`src/rtl/saucer_ride_ctrl.sv`:
```
// Saucer ride controller: Qbert boards a moving saucer, follows it, drops step-wise
// onto the pyramid top cube, lands, then hands control back to the jump controller.
module saucer_ride_ctrl #(
    parameter logic [9:0]  HOVER       = 10'd8,
    parameter int          LAND_CYCLES = 16,
    parameter logic [31:0] DF_SPEED    = 32'd100000
) (
    input  logic        clk,
    input  logic        reset,
    input  logic        e_pause_qb,
    input  logic        e_resume_qb,
    input  logic        e_start_qb,
    input  logic [31:0] e_speed_qb,
    input  logic [20:0] e_XY0_qb,
    input  logic [20:0] soucoupe_xy,
    input  logic        qb_on_sc,
    input  logic        done_move_sc,
    input  logic        mode_saucer,
    input  logic [1:0]  state_sc,
    output logic [20:0] ride_xy,
    output logic        qb_lock,
    output logic        ride_done,
    output logic [2:0]  ride_state
);

    typedef enum logic [1:0] {
        G_RESUME  = 2'd0,
        G_PAUSE   = 2'd1,
        G_RESTART = 2'd2
    } game_t;

    typedef enum logic [2:0] {
        R_IDLE = 3'd0,
        R_RIDE = 3'd1,
        R_DROP = 3'd2,
        R_LAND = 3'd3
    } ride_t;

    localparam logic [1:0]  SC_MOVE   = 2'd1;
    localparam logic [1:0]  SC_END    = 2'd2;
    localparam logic [31:0] LAND_LAST = 32'(LAND_CYCLES - 1);

    game_t       game_q, game_n;
    ride_t       ride_q, ride_n;
    logic [20:0] xy_n;
    logic        lock_n;
    logic        done_n;
    logic [31:0] count_q, count_n;
    logic [31:0] speed_q, speed_n;
    logic        armed_q, armed_n;

    // Follow position: saucer centre raised by HOVER, clamped at the top of the screen.
    logic [10:0] sc_x;
    logic [9:0]  sc_y;
    logic [9:0]  follow_y;
    logic [20:0] follow_xy;

    assign sc_x      = soucoupe_xy[20:10];
    assign sc_y      = soucoupe_xy[9:0];
    assign follow_y  = (sc_y < HOVER) ? 10'd0 : sc_y - HOVER;
    assign follow_xy = {sc_x, follow_y};

    // One unit step of each axis toward the landing cube.
    logic [10:0] cur_x, tgt_x, step_x;
    logic [9:0]  cur_y, tgt_y, step_y;
    logic [20:0] stepped_xy;

    assign cur_x = ride_xy[20:10];
    assign cur_y = ride_xy[9:0];
    assign tgt_x = e_XY0_qb[20:10];
    assign tgt_y = e_XY0_qb[9:0];

    always_comb begin
        if (cur_x < tgt_x)
            step_x = cur_x + 11'd1;
        else if (cur_x > tgt_x)
            step_x = cur_x - 11'd1;
        else
            step_x = cur_x;

        if (cur_y < tgt_y)
            step_y = cur_y + 10'd1;
        else if (cur_y > tgt_y)
            step_y = cur_y - 10'd1;
        else
            step_y = cur_y;
    end

    assign stepped_xy = {step_x, step_y};

    logic [31:0] speed_sel;
    assign speed_sel = (e_speed_qb != 32'd0) ? e_speed_qb : DF_SPEED;

    logic board_ok;
    assign board_ok = armed_q && mode_saucer && qb_on_sc && (state_sc == SC_MOVE);

    always_comb begin
        // NOTE: every next-state value is defaulted to "hold" first so no path leaves
        // a variable unassigned, which would otherwise infer a latch.
        game_n  = game_q;
        ride_n  = ride_q;
        xy_n    = ride_xy;
        lock_n  = qb_lock;
        done_n  = 1'b0;
        count_n = count_q;
        speed_n = speed_q;
        armed_n = armed_q;

        case (game_q)
            G_PAUSE: begin
                if (e_resume_qb)
                    game_n = G_RESUME;
                else if (e_start_qb)
                    game_n = G_RESTART;
            end

            G_RESTART: begin
                speed_n = speed_sel;
                ride_n  = R_IDLE;
                xy_n    = 21'd0;
                count_n = 32'd0;
                lock_n  = 1'b0;
                armed_n = 1'b1;
                game_n  = G_RESUME;
            end

            G_RESUME: begin
                speed_n = speed_sel;
                if (e_pause_qb) begin
                    game_n = G_PAUSE;
                end else begin
                    case (ride_q)
                        R_IDLE: begin
                            lock_n = 1'b0;
                            if (!qb_on_sc)
                                armed_n = 1'b1;
                            if (board_ok) begin
                                ride_n = R_RIDE;
                                lock_n = 1'b1;
                                xy_n   = follow_xy;
                            end
                        end

                        R_RIDE: begin
                            if (!mode_saucer) begin
                                ride_n = R_IDLE;
                                lock_n = 1'b0;
                            end else begin
                                xy_n = follow_xy;
                                if (state_sc == SC_END || done_move_sc) begin
                                    ride_n  = R_DROP;
                                    count_n = 32'd0;
                                end
                            end
                        end

                        R_DROP: begin
                            if (!mode_saucer) begin
                                ride_n = R_IDLE;
                                lock_n = 1'b0;
                            end else if (count_q >= speed_q) begin
                                // Step instant: arriving on the cube (or already on it) lands.
                                count_n = 32'd0;
                                xy_n    = stepped_xy;
                                if (stepped_xy == e_XY0_qb)
                                    ride_n = R_LAND;
                            end else begin
                                count_n = count_q + 32'd1;
                            end
                        end

                        R_LAND: begin
                            if (count_q >= LAND_LAST) begin
                                done_n  = 1'b1;
                                armed_n = 1'b0;
                                ride_n  = R_IDLE;
                                lock_n  = 1'b0;
                                count_n = 32'd0;
                            end else begin
                                count_n = count_q + 32'd1;
                            end
                        end

                        default: begin
                            ride_n = R_IDLE;
                            lock_n = 1'b0;
                        end
                    endcase
                end
            end

            default: game_n = G_RESUME;
        endcase
    end

    // NOTE: state registers use non-blocking assignments so every flop samples the
    // values computed for this edge, independent of statement order.
    always_ff @(posedge clk or posedge reset) begin
        if (reset) begin
            game_q    <= G_RESUME;
            ride_q    <= R_IDLE;
            ride_xy   <= 21'd0;
            qb_lock   <= 1'b0;
            ride_done <= 1'b0;
            count_q   <= 32'd0;
            speed_q   <= DF_SPEED;
            armed_q   <= 1'b1;
        end else begin
            game_q    <= game_n;
            ride_q    <= ride_n;
            ride_xy   <= xy_n;
            qb_lock   <= lock_n;
            ride_done <= done_n;
            count_q   <= count_n;
            speed_q   <= speed_n;
            armed_q   <= armed_n;
        end
    end

    assign ride_state = ride_q;

endmodule

```
`config.mk`:
```
export PLATFORM = sky130hd
export DESIGN_NAME = saucer_ride_ctrl
export DESIGN_NICKNAME = d
export VERILOG_FILES = /design/src/rtl/saucer_ride_ctrl.sv
export SDC_FILE = /design/constraint.sdc
export NUM_CORES = 1
export LEC_CHECK = 0
export ABC_AREA = 0
export BUFFER_PORTS_ARGS = -buffer_cell sky130_fd_sc_hd__buf_4
export CORE_UTILIZATION = 45
export CTS_CLUSTER_DIAMETER = 40
export CTS_CLUSTER_SIZE = 16
export DETAILED_ROUTE_END_ITERATION = 8
export PLACE_DENSITY = 0.63
export REMOVE_ABC_BUFFERS = 1
export SYNTH_ARGS = -nofsm -noshare
export SYNTH_HDL_FRONTEND = slang
export SYNTH_SLANG_ARGS = --single-unit
```
`constraint.sdc`:
```
create_clock -name clk -period 3.57 [get_ports clk]
set_input_delay 0.5355 -clock clk [delete_from_list [all_inputs] [get_ports clk]]
set_output_delay 0.5355 -clock clk [all_outputs]
set_load 0.01 [all_outputs]
```
==> results.md <==
* Result of the run: complete, no violations
* Worst hold path type: in2async
* Register area share after synthesis at 30.3%
* Crit-path cells: ha_1 -> nand4_2 -> or3_4 -> nand3_4 -> buf_4 -> nor4bb_1 -> a221o_1 -> o41a_1 -> nor4_1 -> a41oi_1 -> mux2_1
* Pin count of the biggest net entering global routing at between 50 and 60
* Static Leakage at roughly 4.3 nW
* Average footprint of a synthesized cell at slightly above 8 sq um
* Diode insertion count for antenna repair at 0
* Number of cells in the design after placement at 1,273
* Highest attainable clock frequency at 302 MHz
* Normalized max-slew margin at about 50%
* Vias/cell at just under 6
* Final-layout setup total negative slack at 0 ns
* Met2 Use GR at 41.7%
* Count of TritonRoute iterations in the first routing pass at 5
* Top flip-flop cell by instance count after synthesis: sky130_fd_sc_hd__dfrtp_1
* Async set or reset register ratio after synthesis at between 90% and 100%
* Boundary Pins at 110
* Synthesized instance count at 935
* Setup skew after layout at around 0.0093 ns
* Area growth from synthesis to final layout at 21.2%
* Share of synthesized area spent on multiplexers at 5.07%
* Busiest grt layer: met2
* Cell type with the highest aggregate area in the netlist: sky130_fd_sc_hd__dfrtp_1
* Routed Wire Length at 21.6 mm
* Wire length of the first global-routing pass at 35.4 mm
* CTS sink cnt at 92
* Summed area of non-filler cells in the final layout at a little over 9000 sq um
* CTS tree: done
* Arithmetic-cell share of the synthesized area counting full adders, half adders and majority gates at roughly a tenth
* Total number of placement rows at 47
* Die footprint at about 17,000 sq um
* Synth top area cells: sky130_fd_sc_hd__dfrtp_1 (28%), sky130_fd_sc_hd__ha_1 (10%), sky130_fd_sc_hd__o21ai_0 (6.2%), sky130_fd_sc_hd__mux2_2 (4.0%), sky130_fd_sc_hd__nor2_1 (3.8%)
* Initial antenna violation count at 0
* Post-CTS Repair Setup Buffers at 0
* Crit path capture type: flip-flop
* Via count of the first global-routing pass at 6,974
* Final number of hold-violating endpoints at 0
* Peak supply drop at approximately 250 uV
* Parity-gate share of the synthesized area counting xor and xnor cells at between 5 and 6%
* Time the final worst path needs with I/O delays and setup at between 3 and 4 ns
* Resize count post-CTS at 0
* Count of input and output buffers at 108
* #FFs+latches synth at 92
* Maximum number of buffers from clock root to sink at 2
* Met1 Usage GRT at 34.6%
* Fraction of met3 tracks used by global routing at 2.96%
* Effective utilization at floorplan at 46.0%
* CP peak stage delay at about 0.46 ns
* RSZ-0062 raised after global routing: no
* Final worst-path cycle share at about 93%
* Worst-margin pin slew at roughly 0.75 ns
* Max-capacitance violation count at 0
* Clock buffers created by TritonCTS at 9
* Chip width at 132 um
* Finished Layout Cells at 1,289
* Number of slew-limit violations in the final report at 0
* CTS H-tree depth at 3
* Final count of negative-setup-slack endpoints at 0
* Post-route antenna net violation count at 0
* EDFF count, synth at 0
* Total power per unit cell area at 574 nW/um^2
* Clock transition at the register clock pins on the worst setup and hold paths after CTS at roughly 0.070 ns
* Compound-Gate Fraction of Synth Area at 20.5%
* Post-synthesis instance area at roughly 7600 sq um
* Synth warn at 0
* Crit path kind: reg2reg
* Total placed instance area at 8940 sq um
* Half-perimeter wire length of the detailed placement result at about 17 mm
* Routability congestion estimate at 0.970
* Routed wire per std cell at 16.8 um
* Post-layout net count at 1,211
* Gr usage total at 25.3%
* Number of distinct library cell variants in the gate-level netlist after synthesis at 79
* Cts hold-fix bufs at 0
* Post-synthesis simple-gate area fraction at 22.5%
* Layout filler cell count at about 1,700
* Placeable core area at ~17,000 sq um
* Chip height at 132 um
* Data arrival time of the critical path at 3.53 ns
* Worst-path maximum fanout at 6
* Source-to-sink clock delay at the later pin of the worst-skew pair at 0.34 ns
* Largest family of logic cells by synthesized area: simple AND/OR/NAND/NOR gates
* Share of final-layout standard cells stronger than drive strength 1 at between 20% and 30%
* Post-route DRC violation count at 0
* Global route total overflow at 0
* Kind of start point of the critical path: flip-flop
* Share of the synthesized area in the top cell type at ~28%
* CTS Root Cell: sky130_fd_sc_hd__clkbuf_16
* Vias after detailed routing at 7,467
* Number of DRC violations after detailed-routing iteration 0 at between 400 and 500
* Slowest stage cell, crit path: sky130_fd_sc_hd__dfrtp_1
* Worst Path Required at 3.79 ns
final cells by class:
| class | instances | area (sq um) | share of cell area [%] |
|---|---|---|---|
| clock inverters | 5 | 60.1 | 0.649 |
| inverters | 73 | 277 | 2.99 |
| flip-flops and latches | 92 | 2310 | 25.0 |
| well taps | 220 | 275 | 2.98 |
| clock buffers | 11 | 243 | 2.62 |
| repair buffers | 158 | 1190 | 12.8 |
| multi-input cells | 730 | 4900 | 52.9 |
state kept, by name, summed over array words and instances, names as in the netlist:
| signal | flops |
|---|---|
| armed_q | 1 |
| count_q | 32 |
| game_q | 2 |
| qb_lock | 1 |
| ride_done | 1 |
| ride_state | 2 |
| ride_xy | 21 |
| speed_q | 32 |
synth_stat cells, types with 4 or more instances:
master and number:
sky130_fd_sc_hd__xnor2_1 27, sky130_fd_sc_hd__a21o_1 5, sky130_fd_sc_hd__xor2_1 22, sky130_fd_sc_hd__nand3_1 28
sky130_fd_sc_hd__o31ai_1 7, sky130_fd_sc_hd__nor2_1 77, sky130_fd_sc_hd__dfstp_2 7, sky130_fd_sc_hd__nor4_1 25
sky130_fd_sc_hd__and2_1 13, sky130_fd_sc_hd__a211oi_1 13, sky130_fd_sc_hd__inv_1 70, sky130_fd_sc_hd__and4_1 8
sky130_fd_sc_hd__o21ai_0 95, sky130_fd_sc_hd__or2_2 4, sky130_fd_sc_hd__a211o_1 4, sky130_fd_sc_hd__a21oi_1 57
sky130_fd_sc_hd__buf_1 4, sky130_fd_sc_hd__o211ai_1 6, sky130_fd_sc_hd__o21ai_1 4, sky130_fd_sc_hd__nor3_1 33
sky130_fd_sc_hd__mux2_2 27, sky130_fd_sc_hd__ha_1 63, sky130_fd_sc_hd__and3_1 14, sky130_fd_sc_hd__nor2b_1 5
sky130_fd_sc_hd__mux2i_1 6, sky130_fd_sc_hd__nand4_1 23, sky130_fd_sc_hd__a31oi_1 5, sky130_fd_sc_hd__or3_1 5
sky130_fd_sc_hd__clkbuf_1 31, sky130_fd_sc_hd__o31a_1 4, sky130_fd_sc_hd__buf_2 4, sky130_fd_sc_hd__nand2_1 71
sky130_fd_sc_hd__dfrtp_1 85, sky130_fd_sc_hd__a22o_1 4
cell families after synthesis:
logic type | after synthesis
flip-flops | 92
multiplexers | 35
buffers and inverters | 113
AO/OA/AOI/OAI | 251
other | 1
adder cells (fa/ha/maj) | 63
XOR/XNOR | 49
AND/OR/NAND/NOR | 331
power breakdown:
part | internal, mW | leakage [nW] | switching, mW
registers | 1.23 | 1.17 | 0.158
clock network | 0.566 | 0.146 | 0.431
logic | 1.25 | 2.95 | 1.68
total | 3.04 | 4.26 | 2.27
final timing paths:
kind | from | end | slack, ns | cells past startpoint
setup / recovery | ride_xy[9] | ride_state[1] | 0.26 | 11
hold / removal | reset | ride_done | 0.33 | 2
setup reg to reg | ride_xy[9] | ride_state[1] | 0.26 | 11
hold reg to reg | speed_q[7] | speed_q[7] | 0.49 | 2
max in group asynchronous | reset | speed_q[16] | 2.42 | 3
min in group clk | e_resume_qb | game_q[1] | 0.35 | 2
worst max-delay path: cells and delay by family, from the launching register on:
| family | cells | cell delay (ns) |
|---|---|---|
| AOI/OAI and AO/OA | 3 | 0.88 |
| buffers and inverters | 1 | 0.14 |
| and+or+nand+nor | 5 | 1.03 |
| DFF | 1 | 0.46 |
| adders and majority gates | 1 | 0.35 |
| muxes | 1 | 0.34 |
placed cells by master, fill, tap and decap left out, types with 4 or more instances in the layout:
master and n:
sky130_fd_sc_hd__o31a_1 4, sky130_fd_sc_hd__and4_1 8, sky130_fd_sc_hd__nor4_1 25, sky130_fd_sc_hd__dfstp_2 7, sky130_fd_sc_hd__inv_1 69, sky130_fd_sc_hd__xnor2_1 27
sky130_fd_sc_hd__buf_4 158, sky130_fd_sc_hd__nand3_1 28, sky130_fd_sc_hd__o31ai_1 7, sky130_fd_sc_hd__mux2i_1 6, sky130_fd_sc_hd__clkbuf_16 9, sky130_fd_sc_hd__a211oi_1 13
sky130_fd_sc_hd__dfrtp_1 85, sky130_fd_sc_hd__a211o_1 4, sky130_fd_sc_hd__o21ai_0 95, sky130_fd_sc_hd__xor2_1 22, sky130_fd_sc_hd__mux2_2 27, sky130_fd_sc_hd__nand2_1 71
sky130_fd_sc_hd__or3_1 5, sky130_fd_sc_hd__a21o_1 5, sky130_fd_sc_hd__nor2_1 77, sky130_fd_sc_hd__and2_1 13, sky130_fd_sc_hd__a31oi_1 5, sky130_fd_sc_hd__o211ai_1 6
sky130_fd_sc_hd__or2_2 4, sky130_fd_sc_hd__a21oi_1 57, sky130_fd_sc_hd__nor3_1 33, sky130_fd_sc_hd__nand4_1 23, sky130_fd_sc_hd__ha_1 63, sky130_fd_sc_hd__and3_1 14
sky130_fd_sc_hd__a22o_1 4, sky130_fd_sc_hd__nor2b_1 5
per-layer routing:
metal	wire, um	part of all wire (%)
met5	0	0
met4	434	2.0
met3	968	4.5
met2	10400	48
met1	9860	46
metrics by stage:
stage / power, mW / utilization (%) / hold slack, ns / worst slack [ns]
2_1_floorplan: 3.14 / - / 0.454 / -1.18
3_3_place_gp: 4.28 / 53.9 / 0.475 / 0.102
3_5_place_dp: 4.29 / 53.9 / 0.480 / 0.0191
4_1_cts: 5.30 / 55.8 / 0.342 / 0.260
5_1_grt: 5.68 / 55.8 / 0.350 / 0.116
6_report: 5.31 / 55.8 / 0.328 / 0.255
Note: power is estimated with default switching activity, not from simulation.
